## src/rtl/instr_sequencer_if.sv

```systemverilog
// Handshake and control bundle between the instruction sequencer and the
// instruction memory, data memory, decoder/ALU datapath and register file.
interface instr_sequencer_if #(
    parameter int PC_W    = 8,
    parameter int INSTR_W = 9
);
    logic               start;
    logic               imem_req;
    logic [PC_W-1:0]    imem_addr;
    logic               imem_ack;
    logic [INSTR_W-1:0] imem_rdata;
    logic [3:0]         opcode;
    logic               imm_flag;
    logic               alu_en;
    logic               branch_taken;
    logic [PC_W-1:0]    target_addr;
    logic               dmem_req;
    logic               dmem_we;
    logic               dmem_ack;
    logic               rf_we;
    logic [PC_W-1:0]    pc;
    logic               halted;
    logic [15:0]        retired;

    modport master (
        input  start, imem_ack, imem_rdata, branch_taken, target_addr, dmem_ack,
        output imem_req, imem_addr, opcode, imm_flag, alu_en, dmem_req, dmem_we,
               rf_we, pc, halted, retired
    );

    modport slave (
        output start, imem_ack, imem_rdata, branch_taken, target_addr, dmem_ack,
        input  imem_req, imem_addr, opcode, imm_flag, alu_en, dmem_req, dmem_we,
               rf_we, pc, halted, retired
    );
endinterface

```

## src/rtl/instr_sequencer.sv

```systemverilog
// Multi-cycle instruction sequencer for the 4-bit-opcode core: owns PC and IR,
// runs the fetch/data handshakes and steps FETCH -> DECODE -> EXEC -> MEM -> WB.
// Optional macro INSTR_SEQ_RETIRE_COUNT_EN builds the retired-instruction counter;
// without it the retired output is a constant zero.
//
// state    | meaning
// ---------+------------------------------------------------------------
// S_IDLE   | waiting for start
// S_FETCH  | imem_req held until imem_ack, then IR captured
// S_DECODE | one cycle, HALT opcode diverts to S_HALT
// S_EXEC   | alu_en for one cycle, resolve jumps/branches
// S_MEM    | dmem_req (dmem_we for STR) held until dmem_ack
// S_WB     | rf_we for one cycle, pc advances
// S_HALT   | core stopped, only reset leaves
module instr_sequencer #(
    parameter int PC_W    = 8,
    parameter int INSTR_W = 9
) (
    input  logic              clk,
    input  logic              reset,
    instr_sequencer_if.master bus
);
    typedef enum logic [2:0] {
        S_IDLE, S_FETCH, S_DECODE, S_EXEC, S_MEM, S_WB, S_HALT
    } state_t;

    localparam logic [3:0] OP_LB   = 4'b0000;
    localparam logic [3:0] OP_LHB  = 4'b0001;
    localparam logic [3:0] OP_JMP  = 4'b0010;
    localparam logic [3:0] OP_STR  = 4'b0011;
    localparam logic [3:0] OP_BNE  = 4'b1010;
    localparam logic [3:0] OP_BEQ  = 4'b1011;
    localparam logic [3:0] OP_BLT  = 4'b1100;
    localparam logic [3:0] OP_HALT = 4'b1110;
    localparam logic [3:0] OP_TBA  = 4'b1111;

    state_t             state, state_nxt;
    logic [PC_W-1:0]    pc_q, pc_nxt, pc_inc;
    logic [INSTR_W-1:0] ir_q, ir_nxt;
    logic [3:0]         op;
    logic               imem_req_q, alu_en_q, dmem_req_q, dmem_we_q, rf_we_q, halted_q;
    logic               unused_ir_bits;

    assign op             = ir_q[INSTR_W-1 -: 4];
    assign pc_inc         = pc_q + PC_W'(1);
    assign unused_ir_bits = ^ir_q[INSTR_W-6:0];

    // Next state, next PC and IR capture
    always_comb begin
        state_nxt = state;
        pc_nxt    = pc_q;
        ir_nxt    = ir_q;
        case (state)
            S_IDLE:   if (bus.start) state_nxt = S_FETCH;
            S_FETCH:  if (bus.imem_ack) begin
                          ir_nxt    = bus.imem_rdata;
                          state_nxt = S_DECODE;
                      end
            S_DECODE: state_nxt = (op == OP_HALT) ? S_HALT : S_EXEC;
            S_EXEC: begin
                case (op)
                    OP_LB, OP_LHB, OP_STR: state_nxt = S_MEM;
                    OP_JMP: begin
                        pc_nxt    = bus.target_addr;
                        state_nxt = S_FETCH;
                    end
                    OP_BNE, OP_BEQ, OP_BLT: begin
                        pc_nxt    = bus.branch_taken ? bus.target_addr : pc_inc;
                        state_nxt = S_FETCH;
                    end
                    OP_TBA: begin
                        pc_nxt    = pc_inc;
                        state_nxt = S_FETCH;
                    end
                    default:  state_nxt = S_WB;
                endcase
            end
            S_MEM: if (bus.dmem_ack) begin
                       if (op == OP_STR) begin
                           pc_nxt    = pc_inc;
                           state_nxt = S_FETCH;
                       end else begin
                           state_nxt = S_WB;
                       end
                   end
            S_WB: begin
                pc_nxt    = pc_inc;
                state_nxt = S_FETCH;
            end
            S_HALT:   state_nxt = S_HALT;
            default:  state_nxt = S_IDLE;
        endcase
    end

    // State, PC, IR and strobes registered from the upcoming state
    always_ff @(posedge clk or posedge reset) begin
        if (reset) begin
            state      <= S_IDLE;
            pc_q       <= '0;
            ir_q       <= '0;
            imem_req_q <= 1'b0;
            alu_en_q   <= 1'b0;
            dmem_req_q <= 1'b0;
            dmem_we_q  <= 1'b0;
            rf_we_q    <= 1'b0;
            halted_q   <= 1'b0;
        end else begin
            state      <= state_nxt;
            pc_q       <= pc_nxt;
            ir_q       <= ir_nxt;
            imem_req_q <= (state_nxt == S_FETCH);
            alu_en_q   <= (state_nxt == S_EXEC);
            dmem_req_q <= (state_nxt == S_MEM);
            dmem_we_q  <= (state_nxt == S_MEM) && (op == OP_STR);
            rf_we_q    <= (state_nxt == S_WB);
            halted_q   <= (state_nxt == S_HALT);
        end
    end

`ifdef INSTR_SEQ_RETIRE_COUNT_EN
    logic        retire;
    logic [15:0] retired_q;

    assign retire = ((state == S_EXEC) || (state == S_MEM) || (state == S_WB))
                    && (state_nxt == S_FETCH);

    // Count instructions as they hand control back to FETCH
    always_ff @(posedge clk or posedge reset) begin
        if (reset)       retired_q <= '0;
        else if (retire) retired_q <= retired_q + 16'd1;
    end

    assign bus.retired = retired_q;
`else
    assign bus.retired = 16'h0000;
`endif

    assign bus.imem_req  = imem_req_q;
    assign bus.imem_addr = pc_q;
    assign bus.pc        = pc_q;
    assign bus.opcode    = op;
    assign bus.imm_flag  = ir_q[INSTR_W-5];
    assign bus.alu_en    = alu_en_q;
    assign bus.dmem_req  = dmem_req_q;
    assign bus.dmem_we   = dmem_we_q;
    assign bus.rf_we     = rf_we_q;
    assign bus.halted    = halted_q;
endmodule

```

## src/flat_wrapper.sv

```systemverilog
// flat-port wrapper written by rule: the top's interface ports become plain ports
module instr_sequencer_flat 
#(
    parameter int PC_W    = 8,
    parameter int INSTR_W = 9
)
  (clk, reset, bus_start, bus_imem_ack, bus_imem_rdata, bus_branch_taken, bus_target_addr, bus_dmem_ack, bus_imem_req, bus_imem_addr, bus_opcode, bus_imm_flag, bus_alu_en, bus_dmem_req, bus_dmem_we, bus_rf_we, bus_pc, bus_halted, bus_retired);
  instr_sequencer_if #(.PC_W(PC_W), .INSTR_W(INSTR_W)) bus_i ();
  input  logic clk;
  input  logic reset;
  input wire logic [$bits(bus_i.start)-1:0] bus_start;
  input wire logic [$bits(bus_i.imem_ack)-1:0] bus_imem_ack;
  input wire logic [$bits(bus_i.imem_rdata)-1:0] bus_imem_rdata;
  input wire logic [$bits(bus_i.branch_taken)-1:0] bus_branch_taken;
  input wire logic [$bits(bus_i.target_addr)-1:0] bus_target_addr;
  input wire logic [$bits(bus_i.dmem_ack)-1:0] bus_dmem_ack;
  output wire logic [$bits(bus_i.imem_req)-1:0] bus_imem_req;
  output wire logic [$bits(bus_i.imem_addr)-1:0] bus_imem_addr;
  output wire logic [$bits(bus_i.opcode)-1:0] bus_opcode;
  output wire logic [$bits(bus_i.imm_flag)-1:0] bus_imm_flag;
  output wire logic [$bits(bus_i.alu_en)-1:0] bus_alu_en;
  output wire logic [$bits(bus_i.dmem_req)-1:0] bus_dmem_req;
  output wire logic [$bits(bus_i.dmem_we)-1:0] bus_dmem_we;
  output wire logic [$bits(bus_i.rf_we)-1:0] bus_rf_we;
  output wire logic [$bits(bus_i.pc)-1:0] bus_pc;
  output wire logic [$bits(bus_i.halted)-1:0] bus_halted;
  output wire logic [$bits(bus_i.retired)-1:0] bus_retired;
  assign bus_i.start = bus_start;
  assign bus_i.imem_ack = bus_imem_ack;
  assign bus_i.imem_rdata = bus_imem_rdata;
  assign bus_i.branch_taken = bus_branch_taken;
  assign bus_i.target_addr = bus_target_addr;
  assign bus_i.dmem_ack = bus_dmem_ack;
  assign bus_imem_req = bus_i.imem_req;
  assign bus_imem_addr = bus_i.imem_addr;
  assign bus_opcode = bus_i.opcode;
  assign bus_imm_flag = bus_i.imm_flag;
  assign bus_alu_en = bus_i.alu_en;
  assign bus_dmem_req = bus_i.dmem_req;
  assign bus_dmem_we = bus_i.dmem_we;
  assign bus_rf_we = bus_i.rf_we;
  assign bus_pc = bus_i.pc;
  assign bus_halted = bus_i.halted;
  assign bus_retired = bus_i.retired;
  instr_sequencer #(.PC_W(PC_W), .INSTR_W(INSTR_W)) u_core (.clk(clk), .reset(reset), .bus(bus_i));
endmodule
```

## config.mk

```make
export PLATFORM = sky130hd
export DESIGN_NAME = instr_sequencer_flat
export DESIGN_NICKNAME = d
export VERILOG_FILES = /design/src/rtl/instr_sequencer_if.sv /design/src/rtl/instr_sequencer.sv /design/src/flat_wrapper.sv
export SDC_FILE = /design/constraint.sdc
export NUM_CORES = 1
export LEC_CHECK = 0
export BUFFER_PORTS_ARGS = -buffer_cell sky130_fd_sc_hd__buf_2
export CAP_MARGIN = 0
export CELL_PAD_IN_SITES_DETAIL_PLACEMENT = 1
export CELL_PAD_IN_SITES_GLOBAL_PLACEMENT = 1
export CORE_ASPECT_RATIO = 0.8
export CORE_MARGIN = 4
export CORE_UTILIZATION = 28
export CTS_CLUSTER_DIAMETER = 40
export DETAILED_ROUTE_END_ITERATION = 12
export PLACE_DENSITY = 0.71
export SLEW_MARGIN = 20
export SYNTH_ARGS = -nofsm -noshare
export SYNTH_HDL_FRONTEND = slang
export SYNTH_SLANG_ARGS = --single-unit
```

## constraint.sdc

```tcl
create_clock -name clk -period 3.3 [get_ports clk]
set_clock_uncertainty 0.2 [all_clocks]
set_input_delay 0.165 -clock clk [delete_from_list [all_inputs] [get_ports clk]]
set_output_delay 0.165 -clock clk [all_outputs]
set_load 0.005 [all_outputs]
```

==> results.tsv, run 1 <==
stage	metric	value	unit
outcome	outcome	completed	
grt	grt_pass1_vias	1110	
placed_design	place_congestion	0.708	
clock_network	cts_buffers	3	
die	rows	23	
die	io_pins	66	
drt	first_iter_violations	42	
setup_path	crit_type	flop to flop	
logic_synthesis	ys_seq_elements	22	
clock_network	cts.clk_slew.worst_paths	0.08	ns
die	start_util	0.294	
die	fp.dieArea	6580	sq um
logic_synthesis	ys_seq_area_frac	0.368	
sta	hold_slack	0.0211	ns
clock_network	cts-htree-levels	1	
setup_path	slowest_delay	0.56	ns
layout	final_cell_mix	buf_2, dfrtp_1, conb_1	
layout	area_growth	15.1	%
logic_synthesis	synth-main-ff-cell	dfrtp_1	
power	leakage	0.860	nW
clock_network	cts_tree	yes	
logic_synthesis	syn-cell-area	1500	sq um
die	die_w	89.7	um
setup_path	cp-end-kind	flop	
sta	relSlewSlack	0.423	
logic_synthesis	avgSynthCellArea	10.1	sq um
run	maxCapViolations	0	
drt	firstDrtPassIters	4	
sta	finalSetupTns	0	ns
logic_synthesis	async_flop_share	1.00	
worst_hold_path	min-delay-path-class	primary input to flop	
drt	dr_total_vias	1140	
layout	finalNetCount	213	
layout	layout_commonest_cell	buf_2	
setup_path	startpoint_type	flop	
grt	grt_usage	0.107	
drt	wl_per_cell	13.7	um
drt	antenna_left	0	
drt	drc	0	
setup_path	cp_slowest_cell	dfrtp_1	
setup_path	worstPathRequired	3.25	ns
sta	period_minus_slack	2.10	ns
grt	overflow	0	
sta	final_max_slew_viol_count	0	
clock_network	cts_root_buf	clkbuf_8	
logic_synthesis	yosysWarnings	0	
layout	drive_gt1_frac	0.369	
die	core_area	5090	sq um
setup_path	critPathMaxFanout	17	
clock_network	clk_path_buf_depth	2	
setup_path	cp_data_arrival_time	2.05	ns
grt	grt_max_degree	23	
logic_synthesis	synth.distinct_cells	47	
sta	setup_ws	1.20	ns
setup_path	r2r_slack	1.20	ns
placed_design	place_ws	1.19	ns
clock_network	clkSinkCount	22	
placed_design	portBuffers	45	
die	die_height	73.4	um
clock_network	postCtsSetupRepairBufs	0	
grt	grt_pass1_wl	5670	um
clock_network	clk-insertion-delay-late	0.26	ns
power	power_density	863	nW/um^2
placed_design	hpwlAfterDp	2530	um
sta	fmaxAchievable	477	MHz
power	ir_drop	306	uV
drt	routed_wl	3400	um
sta	period_share	0.635	
sta	worst_pin_slew	0.864	ns
sta	grt_setup_unrepaired	no	
logic_synthesis	synth_edf_count	0	
sta	setup_violations	0	
sta	hold_viol_final	0	
setup_path	worstPathCellList	and4bb_2 -> a21oi_2 -> o22ai_4 -> o21ai_0 -> a22o_1	
layout	num_antenna_cells	0	
drt	viasPerCell	4.58	
grt	antenna_found_initial	0	
logic_synthesis	synth_cells	148	
==> power by group <==
| part | switching, W | total [W] | leakage, nW | internal (W) |
|---|---|---|---|---|
| clock | 0.0000832 | 0.000165 | 0.0216 | 0.0000814 |
| combinational | 0.000361 | 0.000755 | 0.569 | 0.000394 |
| sequential | 0.000183 | 0.000566 | 0.269 | 0.000383 |
==> Yosys cell counts, types with 2 or more instances <==
master	instances	area share
buf_4	24	0.12
dfrtp_1	22	0.37
nor2_1	9	0.023
inv_1	8	0.020
mux2_2	6	0.045
mux2i_1	6	0.040
nand2_1	6	0.015
o21ai_0	6	0.020
nor3_1	5	0.017
a22oi_1	4	0.020
nand3b_1	4	0.020
buf_2	3	0.010
nand3_1	3	0.010
a21oi_1	2	0.0067
a22o_1	2	0.012
and2b_1	2	0.010
and3_1	2	0.0084
buf_6	2	0.015
mux2_4	2	0.020
nand2b_1	2	0.0084
or2b_1	2	0.010
==> what timing repair did <==
item                                   in CTS  in global routing
hold buffers                                6                  0
endpoints found under the hold margin      27                  0
resized for setup                           0                  0
==> per-layer routing <==
| metal | track usage | share of wire | vias up |
|---|---|---|---|
| met5 | 0 | 0 | - |
| met4 | 0.0408 | 0.014 | 0 |
| met3 | 0.0297 | 0.057 | 5 |
| met2 | 0.153 | 0.42 | 37 |
| met1 | 0.152 | 0.51 | 539 |
| li1 | - | - | 559 |
==> stage by stage <==
step                instance area (sq um)  utilization  total power (W)  instances
CTS                                  1720        0.338          0.00151        249
finish                               1720        0.338          0.00149        249
detailed placement                   1620        0.318          0.00134        240
floorplan                            1550            -          0.00118        163
global route                         1720        0.338          0.00164        249
global placement                     1620        0.318          0.00131        240
==> area by class of cell <==
type | count | area (sq um)
fillers | 598 | 3370
multi-input cells | 101 | 726
flip-flops and latches | 22 | 551
repair buffers | 52 | 293
well taps | 62 | 77.6
clock buffers | 3 | 41.3
inverters | 9 | 33.8
==> critical path, delay by kind of cell (launching register included) <==
family	cells	cell delay [ns]
AO/OA/AOI/OAI	4	0.90
AND/OR/NAND/NOR	1	0.33
flip-flops	1	0.56
==> registers in the layout, summed over array words and instances, names as in the netlist <==
name / flops
u_core.bus.dmem_we: 1
u_core.state: 3
u_core.bus.rf_we: 1
u_core.bus.dmem_req: 1
u_core.bus.alu_en: 1
u_core.bus.imem_req: 1
u_core.bus.imem_addr: 8
u_core.bus.halted: 1
u_core.ir_q: 5
==> kinds of logic after synthesis <==
| kind of cell | Yosys count | synth area share |
|---|---|---|
| other | 1 | 0.00251 |
| and+or+nand+nor | 43 | 0.172 |
| muxes | 14 | 0.105 |
| DFF | 22 | 0.368 |
| buffers and inverters | 40 | 0.184 |
| adders and majority gates | 1 | 0.00837 |
| AOI/OAI and AO/OA | 27 | 0.159 |
==> path summary, 6_finish.rpt <==
check,cells past startpoint,to,from
worst max-delay path,5,u_core.bus.imem_addr[4],u_core.ir_q[6]
worst max register to register,5,u_core.bus.imem_addr[4],u_core.ir_q[6]
worst min-delay path,3,u_core.bus.imem_addr[1],bus_target_addr[1]
worst min register to register,1,u_core.ir_q[4],u_core.ir_q[4]
max in group asynchronous,3,u_core.state[1],reset
min in group asynchronous,3,u_core.ir_q[6],reset
No activity file was read; power rests on OpenSTA's default activity.
==> run 2, diff against run 1 <==
==> constraint.sdc (replaced) <==
create_clock -name clk -period 2 [get_ports clk]
set_clock_uncertainty 0.2 [all_clocks]
set_input_delay 0.1 -clock clk [delete_from_list [all_inputs] [get_ports clk]]
set_output_delay 0.1 -clock clk [all_outputs]
set_load 0.005 [all_outputs]
==> results.tsv, run 2 (same netlist as run 1, synthesis figures left out) <==
stage	metric	value	unit
drt	antenna_left	0	
sta	period_minus_slack	1.92	ns
sta	fmaxAchievable	521	MHz
clock_network	clk-insertion-delay-late	0.26	ns
layout	final_cell_mix	buf_2, dfrtp_1, conb_1	
setup_path	r2r_cells	5	
sta	period_share	0.959	
placed_design	place_congestion	0.720	
setup_path	worstPathRequired	1.96	ns
sta	setup_violations	0	
worst_hold_path	whs_path_depth	3	
sta	hold_viol_final	0	
sta	hold_slack	0.00580	ns
clock_network	cts-htree-levels	1	
power	fin_total_pwr	0.00281	W
clock_network	cts_buffers	3	
worst_hold_path	holdCritStartpoint	bus_target_addr[2]	
die	start_util	0.294	
worst_hold_path	whs_endpoint	u_core.bus.imem_addr[2]	
drt	firstDrtPassIters	4	
die	fp.dieArea	6580	sq um
die	die_w	89.7	um
die	core_area	5090	sq um
layout	drive_gt1_frac	0.418	
drt	first_iter_violations	41	
setup_path	crit_type	flop to flop	
setup_path	critPathMaxFanout	12	
die	rows	23	
outcome	outcome	completed	
grt	overflow	0	
grt	grt_pass1_wl	5980	um
setup_path	r2r_slack	0.08	ns
sta	final_max_slew_viol_count	0	
power	power_density	1450	nW/um^2
layout	finalNetCount	233	
worst_hold_path	min-delay-path-class	primary input to flop	
placed_design	portBuffers	45	
drt	routed_wl	3510	um
setup_path	reg2reg_from	u_core.ir_q[5]	
grt	antenna_found_initial	0	
clock_network	clk_path_buf_depth	2	
drt	drc	0	
clock_network	clkSinkCount	22	
setup_path	cp-end-kind	flop	
layout	num_antenna_cells	0	
grt	grt_max_degree	23	
power	ir_drop	526	uV
layout	area_growth	29.0	%
placed_design	dp_cells	250	
setup_path	startpoint_type	flop	
sta	finalSetupTns	0	ns
drt	dr_total_vias	1201	
layout	largest_reg_flops	8	
clock_network	cts_root_buf	clkbuf_8	
drt	wl_per_cell	13.0	um
grt	grt_pass1_vias	1207	
die	io_pins	66	
run	maxCapViolations	0	
die	die_height	73.4	um
drt	viasPerCell	4.45	
sta	grt_setup_unrepaired	yes	
layout	layout_commonest_cell	buf_2	
layout	utilization	0.379	
clock_network	cts_tree	yes	
clock_network	cts.clk_slew.worst_paths	0.08	ns
grt	grt_usage	0.111	
setup_path	cp_data_arrival_time	1.88	ns
placed_design	hpwlAfterDp	2720	um
setup_path	reg2reg_to	u_core.bus.imem_addr[4]	
layout	final_cells	270	
power	leakage	0.965	nW
==> run 2: where the power goes <==
| part | internal (W) | total (W) | switching [W] |
|---|---|---|---|
| sequential | 0.000640 | 0.000903 | 0.000263 |
| combinational | 0.000802 | 0.00148 | 0.000681 |
| clock | 0.000267 | 0.000420 | 0.000153 |
==> run 2: worst max-delay path: stages, from the launching register on <==
cell       delay (ns)
dfrtp_1          0.42
nand2b_2         0.25
o2111ai_2        0.12
o311a_4          0.33
mux2_4           0.31
a22o_1           0.18
==> run 2: how the worst max path moves through the flow <==
| stage | cells after the start | endpoint | startpoint | slack (ns) |
|---|---|---|---|---|
| 3_5_place_dp | 5 | u_core.bus.imem_addr[4] | u_core.ir_q[7] | 0.04 |
| 2_1_floorplan | 5 | u_core.bus.imem_addr[4] | u_core.ir_q[5] | 0.18 |
| 4_1_cts | 5 | u_core.bus.imem_addr[4] | u_core.ir_q[7] | 0.02 |
| 5_1_grt | 6 | u_core.bus.imem_addr[2] | u_core.ir_q[5] | -0.003 |
| 6_report | 5 | u_core.bus.imem_addr[4] | u_core.ir_q[5] | 0.08 |
| 3_3_place_gp | 4 | u_core.bus.imem_addr[4] | u_core.state[2] | 0.10 |
==> run 2: area by class of cell <==
class                   instances  area (sq um)
fillers                       606          3160
clock buffers                   3          41.3
clock inverters                 1          30.0
well taps                      62          77.6
multi-input cells             101           732
inverters                       9          33.8
flip-flops and latches         22           554
repair buffers                 72           460
==> run 2: metrics by stage <==
step | instance area (sq um) | setup WS (ns)
after floorplan | 1550 | 0.182
after global placement | 1700 | 0.100
after detailed placement | 1700 | 0.0384
after CTS | 1900 | 0.0231
after global routing | 1930 | -0.00253
final | 1930 | 0.0812
==> run 2: layer usage <==
metal  track usage  part of all wire  wire length, um
met1         0.149              0.49             1710
met2         0.183              0.45             1580
met3        0.0256             0.054              190
met4        0.0255            0.0077               27
met5             0                 0                0
==> run 2: what timing repair did <==
| item | 4_1_cts | 5_1_grt |
|---|---|---|
| resized for setup | 0 | 4 |
| setup endpoints to repair | 0 | 7 |
| endpoints found under the hold margin | 34 | 0 |
| setup buffers | 0 | 3 |
| hold buffers | 13 | 0 |
